File: config.mk
export PLATFORM = sky130hd
export DESIGN_NAME = data_mem_copy_engine
export DESIGN_NICKNAME = d
export VERILOG_FILES = /design/src/rtl/data_mem_copy_engine.sv
export SDC_FILE = /design/constraint.sdc
export NUM_CORES = 1
export LEC_CHECK = 0
export CAP_MARGIN = 20
export CORE_ASPECT_RATIO = 1.1
export CORE_MARGIN = 5
export CORE_UTILIZATION = 34
export DETAILED_ROUTE_END_ITERATION = 10
export HOLD_SLACK_MARGIN = 0.05
export PLACE_DENSITY = 0.61
export SYNTH_ARGS = -nofsm -noshare
export SYNTH_HDL_FRONTEND = slang
export SYNTH_SLANG_ARGS = --single-unit
File: constraint.sdc
create_clock -name CLK -period 2.8 [get_ports CLK]
set_input_delay 0.7 -clock CLK [delete_from_list [all_inputs] [get_ports CLK]]
set_output_delay 0.7 -clock CLK [all_outputs]
set_load 0.02 [all_outputs]
File: src/rtl/data_mem_copy_engine.sv
// Word-by-word block copier driving the data-memory manager port.
// Each word costs READ -> WAIT -> WRITE; bank 3 (addr[17:16] == 2'b11) is never touched.
module data_mem_copy_engine #(
    parameter int unsigned LEN_W = 16
) (
    input  logic             CLK,
    input  logic             RST,
    input  logic             start_i,
    input  logic [31:0]      src_i,
    input  logic [31:0]      dst_i,
    input  logic [LEN_W-1:0] len_i,
    input  logic [31:0]      mem_data_i,
    output logic [31:0]      mem_addr_o,
    output logic [31:0]      mem_data_o,
    output logic             mem_wren_o,
    output logic             busy_o,
    output logic             done_o,
    output logic             err_o
);

    typedef enum logic [2:0] {
        S_IDLE,
        S_READ,
        S_WAIT,
        S_WRITE,
        S_FIN
    } state_t;

    state_t           r_state;
    logic [31:0]      r_src;
    logic [31:0]      r_dst;
    logic [LEN_W-1:0] r_cnt;
    logic [31:0]      r_buf;
    logic [31:0]      r_addr;
    logic             r_wren;
    logic             r_busy;
    logic             r_done;
    logic             r_err;

    logic [31:0] w_src_nxt;
    logic [31:0] w_dst_nxt;
    logic        w_start_bad;
    logic        w_next_bad;

    assign w_src_nxt   = r_src + 32'd1;
    assign w_dst_nxt   = r_dst + 32'd1;
    assign w_start_bad = (src_i[17:16] == 2'b11) || (dst_i[17:16] == 2'b11);
    assign w_next_bad  = (w_src_nxt[17:16] == 2'b11) || (w_dst_nxt[17:16] == 2'b11);

    // Outputs are registered for the state being entered, so the address is
    // already on the bus during READ and the write strobe during WRITE.
    always_ff @(posedge CLK) begin
        if (RST) begin
            r_state <= S_IDLE;
            r_src   <= '0;
            r_dst   <= '0;
            r_cnt   <= '0;
            r_buf   <= '0;
            r_addr  <= '0;
            r_wren  <= 1'b0;
            r_busy  <= 1'b0;
            r_done  <= 1'b0;
            r_err   <= 1'b0;
        end else begin
            r_done <= 1'b0;
            r_wren <= 1'b0;
            case (r_state)
                S_IDLE: begin
                    if (start_i) begin
                        r_src  <= src_i;
                        r_dst  <= dst_i;
                        r_cnt  <= len_i;
                        r_err  <= 1'b0;
                        r_busy <= 1'b1;
                        if (len_i == '0) begin
                            r_state <= S_FIN;
                            r_done  <= 1'b1;
                        end else if (w_start_bad) begin
                            r_err   <= 1'b1;
                            r_state <= S_FIN;
                            r_done  <= 1'b1;
                        end else begin
                            r_addr  <= src_i;
                            r_state <= S_READ;
                        end
                    end
                end
                S_READ: begin
                    r_state <= S_WAIT;
                end
                S_WAIT: begin
                    r_buf   <= mem_data_i;
                    r_addr  <= r_dst;
                    r_wren  <= 1'b1;
                    r_state <= S_WRITE;
                end
                S_WRITE: begin
                    r_src <= w_src_nxt;
                    r_dst <= w_dst_nxt;
                    r_cnt <= r_cnt - LEN_W'(1);
                    if (r_cnt == LEN_W'(1)) begin
                        r_state <= S_FIN;
                        r_done  <= 1'b1;
                    end else if (w_next_bad) begin
                        r_err   <= 1'b1;
                        r_state <= S_FIN;
                        r_done  <= 1'b1;
                    end else begin
                        r_addr  <= w_src_nxt;
                        r_state <= S_READ;
                    end
                end
                S_FIN: begin
                    r_busy  <= 1'b0;
                    r_state <= S_IDLE;
                end
                default: begin
                    r_busy  <= 1'b0;
                    r_state <= S_IDLE;
                end
            endcase
        end
    end

    assign mem_addr_o = r_addr;
    assign mem_data_o = r_buf;
    assign mem_wren_o = r_wren;
    assign busy_o     = r_busy;
    assign done_o     = r_done;
    assign err_o      = r_err;

endmodule

* Word level (Yosys, flattened, before mapping)
Cells that the tools add are included.
W data, S select, Z words.
** Storage, ports and cells
- Register bits :: 151
- Output and inout port bits :: 68
- Logic and storage cells :: 71
** Cells by class
- $add $sub $neg :: 3
- Equal/unequal tests :: 14
- Muxes and demuxes :: 32
- Bitwise logic cells :: 1
- Reduce and logical (&&, ||, !) cells :: 11
** Operators with widths (count)
- $mux W32 :: 7
- $pmux W32 S2 :: 2
- $pmux W32 S3 :: 1
- $add A32 B1 Y32 const B :: 2
- $pmux W16 S2 :: 1
- $eq A16 B1 Y1 const B :: 1
- $logic_not A16 Y1 :: 1
- $mux W16 :: 1
- $sub A16 B1 Y16 const B :: 1
- $mux W3 :: 5
- $ne A2 B2 Y1 const B :: 6
- $pmux W3 S4 :: 1
- $mux W1 :: 11
- $eq A2 B2 Y1 const B :: 4
- $eq A3 B2 Y1 const B :: 2
- $pmux W1 S2 :: 3
- $reduce_and A6 Y1 :: 1
- $reduce_and A2 Y1 :: 2
- $reduce_and A4 Y1 :: 1
- $eq A3 B1 Y1 const B :: 1
- $logic_not A3 Y1 :: 1
- $reduce_bool A3 Y1 :: 1
- $reduce_or A3 Y1 :: 1
- $logic_or A1 B1 Y1 :: 2
- other kinds (2) :: 2

* Logic depth before layout (Yosys ltp)
- Depth after elaboration :: 6
- Mapped depth :: 10
- Depth with buffers taken out :: 8

* Worst setup path before layout
Ideal clock, no wire load.
- Path type :: register -> register
- Start :: register r_cnt[7]
- End :: register r_addr[18] (netlist: mem_addr_o[18])
- Arrival time :: 2271 ps
- Data required time :: 2654 ps
- Setup slack :: 383 ps
- Stages on the path, launching flop included :: 11
- Path buffers :: 3
- Clock period less this slack :: 2417 ps
- Path through :: dfxtp_1 > or4_4 > or2_1 > buf_6 > nor4_4 > nand4_4 > a21o_1 > buf_2 > buf_6 > a21oi_2 > a211oi_2
** On the way
- Cells in the longest elaborated chain, start to end :: 3
** RTL lines
- start, declared :: line 32 : logic [LEN_W-1:0] r_cnt;
- start signal, assigned :: line 72 : r_cnt <= len_i;
- start signal, assigned :: line 100 : r_cnt <= r_cnt - LEN_W'(1);
- $eq A16 B1 Y1 :: line 101 : if (r_cnt == LEN_W'(1)) begin
- $ne A2 B2 Y1 (no source line)
- $reduce_and A6 Y1 (no source line)
- end signal, assigned :: line 83 : r_addr <= src_i;
- end signal, assigned :: line 93 : r_addr <= r_dst;
- end signal, assigned :: line 109 : r_addr <= w_src_nxt;
- end, declared :: line 34 : logic [31:0] r_addr;
Every way passes these cells.
A chain may end at the register's enable or synchronous reset.

* Final worst setup path
- Start :: register r_cnt[8]
- End :: register r_addr[21] (netlist: mem_addr_o[21])
The elaborated chain is that of the path after synthesis.

==> results.md <==
- Run status: finished clean
- Final hold violations: 0
- Multi-input gate area: 0.00476 sq mm
- Die span in x: 158 um
- Reg clk slew, reported paths: about 70 ps
- Global-route usage over all layers: 20.9%
- Final period util: a little over nine tenths
- Gr ovfl total: 0
- Area of the mapped netlist: ~0.0081 sq mm
- GPL Wtd Cong: 0.874
- Antenna violations before repair: 1
- Die height: about 170 um
- Worst Path Arrival: 3000 ps
- Port bufs: 182
- Fill count: 2,313
- Clock root buffer: clkbuf_16
- Switching Share: 34.7%
- Clk_skew: 10.3 ps
- Critical path peak fanout: 7
- Setup Viol. Count Final: 0
- Post-Syn Area per Cell: 7.59 sq um
- Clock Power Share: 32.2%
- Register area share after synthesis: 37.1%
- Core Box Area: 0.0236 sq mm
- Fmax: 374 MHz
- Post-cts hold buffer count: 0
- Final #Nets: 1,383
- Non-Filler Instances: 1,582
- Area growth syn-to-layout: 38.6%
- Most frequent cells in the layout: clkdlybuf4s50_1, a21oi_1, nand2_1, dfxtp_1, nor2_1
- Crit path largest cell delay: 540 ps
- R2R cell count: 8
- Internal: 5.03 mW
- Ports: 183
- DR iter-0 viols: 863
- Commonest non-fill, non-tap cell in the layout: clkdlybuf4s50_1
- CTS Sinks: 151
- Maximum clock path buffer count: 2
- Die area: about 0.027 sq mm
- Max stage delay cell, worst path: or4_4
- WHS: 447 ps
- Routed Antenna Nets: 0
- Avg Vias per Cell: 5.54
- Vias in the first global route: 8,235
- RSZ-0062 raised after global routing: false
- First-pass iteration count of the detailed router: 6
- DP Cell Count: 1,549
- Register bit count reported by yosys: 151
- Setup ws final: between 100 and 150 ps
- Switch Pwr: between 2 and 3 mW
- Setup TNS: 0 ps
- Row count: 59
- Number of synthesized flops with an enable pin: 0
- Slew HR: 54.4%
- Crit-path cells: or4_4 > or2_1 > nor4_4 > nand4_4 > a21oi_4 > buf_4 > a2111oi_0 > a31o_2
- Clk Latency, worst-skew pair: 430 ps
- Worst flop-to-flop path startpoint: r_cnt[8]
- HP Class: register to register
- Fin area: 0.0113 sq mm
- Hold path start: mem_addr_o[30]
- Flop-to-flop setup slack: 120 ps
- DRC viols: 0
- First-pass GRT wire length: 45,100 um
- Count of cell types in the netlist: 71
- Power Density: 683 mW/mm^2
- Final max-slew violation count: 0
- Starting Density: 34.5%
- Startpoint types: register
- Layout cell share with drive strength beyond 1: 12.4%
- Actual slew at the worst max-slew pin: 678 ps
- Largest net degree at the start of global routing: 53
- Worst endpoint required time: 3130 ps
- Pre-CTS WS: -611 ps
- Gate power share: 31.8%
- Vias: 8,767
- Routed len/inst: 18.6 um
- YS warnings: 0
- Worst flop-to-flop path endpoint: mem_addr_o[21]
- Layout Utilization: 47.8%
- Max Cap Viol: 0
- Async SR Flop Fraction: 0%
- Worst Setup SP: r_cnt[8]
- Main synth FF type: dfxtp_1
- Total power: around 7.7 mW
- Routed WL: 29,400 um
- Critical path destination: mem_addr_o[21]
- FF+latch area: 0.00302 sq mm
- Crit Path Class: register to register
- HPWL after DPL: 20,800 um
- Mapped Cells: 1,073
- Fin crit period: between 2000 and 3000 ps
- Dpl cell area: approximately 0.011 sq mm
- CTS tree: done
- Num CTS Buffers: 17
- Syn Nets: 1,192
- Endpoint class of the critical path: register
- Maximum VDD drop: 0.368 mV
- P_leak: between 3 and 4 nW
- Seq pwr share: 36.0%
- H-Tree Depth: 4
flip-flops by register name (all words and copies together), names as in the netlist:
signal      flops
mem_addr_o     32
mem_data_o     32
r_dst          32
r_src          32
r_cnt          16
r_state         3
busy_o          1
done_o          1
err_o           1
mem_wren_o      1
worst max-delay path: cells and delay by family, from the launching register on:
kind            cells  cell delay [ps]
simple gates        4             1330
flops               1              350
buf+inv             1              220
compound gates      3              680
synth_stat cells (7+ instances only):
library cell	count	area share, %
o211ai_1	16	1.5
nor4_1	17	1.3
nor3b_1	12	1.1
inv_1	8	0.37
xnor2_1	15	1.6
nand2_1	152	7.0
buf_1	7	0.32
a22oi_1	8	0.74
clkbuf_1	73	3.4
and2_1	7	0.54
a31oi_1	22	1.7
nor2_1	88	4.1
a311oi_1	9	0.97
o21ai_0	59	3.6
a221oi_1	9	0.97
a21oi_1	165	10
and3_1	19	1.5
a222oi_1	8	0.98
dfxtp_1	151	37
a211oi_1	13	1.2
xor2_1	9	0.97
o311ai_0	8	0.86
nand3_1	40	2.5
nor3_1	25	1.5
nand4_1	20	1.5
a211oi_2	15	2.3
area by class of cell:
cell class / instances / share of cell area (%)
multi-input cells: 824 / 42.1
flip-flops and latches: 151 / 26.8
repair buffers: 261 / 21.9
clock buffers: 18 / 3.80
well taps: 305 / 3.38
clock inverters: 13 / 1.69
inverters: 9 / 0.299
diodes: 1 / 0.0222
logic make-up (layout without fill, tap and decap cells):
| family | after synthesis | in the layout | share of synthesized area (%) |
|---|---|---|---|
| AO/OA/AOI/OAI | 373 | 373 | 29.4 |
| XOR/XNOR | 24 | 24 | 2.58 |
| adder cells (fa/ha/maj) | 4 | 4 | 0.614 |
| buffers and inverters | 99 | 301 | 5.02 |
| flip-flops | 151 | 151 | 37.1 |
| multiplexers | 2 | 2 | 0.246 |
| other | 0 | 1 | 0 |
| AND/OR/NAND/NOR | 420 | 421 | 25.0 |
how the worst min path moves through the flow:
stage,to,cells after the start
2_1_floorplan,r_cnt[10],2
3_3_place_gp,mem_data_o[24],2
3_5_place_dp,mem_addr_o[30],2
4_1_cts,mem_addr_o[30],2
5_1_grt,mem_data_o[4],2
6_report,mem_addr_o[30],2
repair_timing:
item / 4_1_cts / 5_1_grt
pin swaps: 0 / 1
cloned: 0 / 1
hold endpoints to repair: 0 / 0
endpoints found under the setup margin: 30 / 24
setup buffers: 0 / 0
gates resized for setup: 2 / 5
layer usage:
metal | GRT usage (%) | routed length, um | up-vias
met5 | 0 | 0 | -
li1 | - | - | 4328
met3 | 3.73 | 1890 | 42
met1 | 29.3 | 13300 | 4093
met2 | 32.1 | 13500 | 304
met4 | 7.71 | 633 | 0
power groups by stage:
stage | Combinational, mW | Clock (mW) | Sequential, mW
6_report | 2.45 | 2.48 | 2.77
5_1_grt | 2.66 | 2.61 | 2.82
4_1_cts | 2.44 | 2.52 | 2.77
3_5_place_dp | 2.43 | 0 | 2.81
3_3_place_gp | 2.40 | 0 | 2.80
2_1_floorplan | 1.28 | 0 | 2.92
No activity file was read; power rests on OpenSTA's default activity.
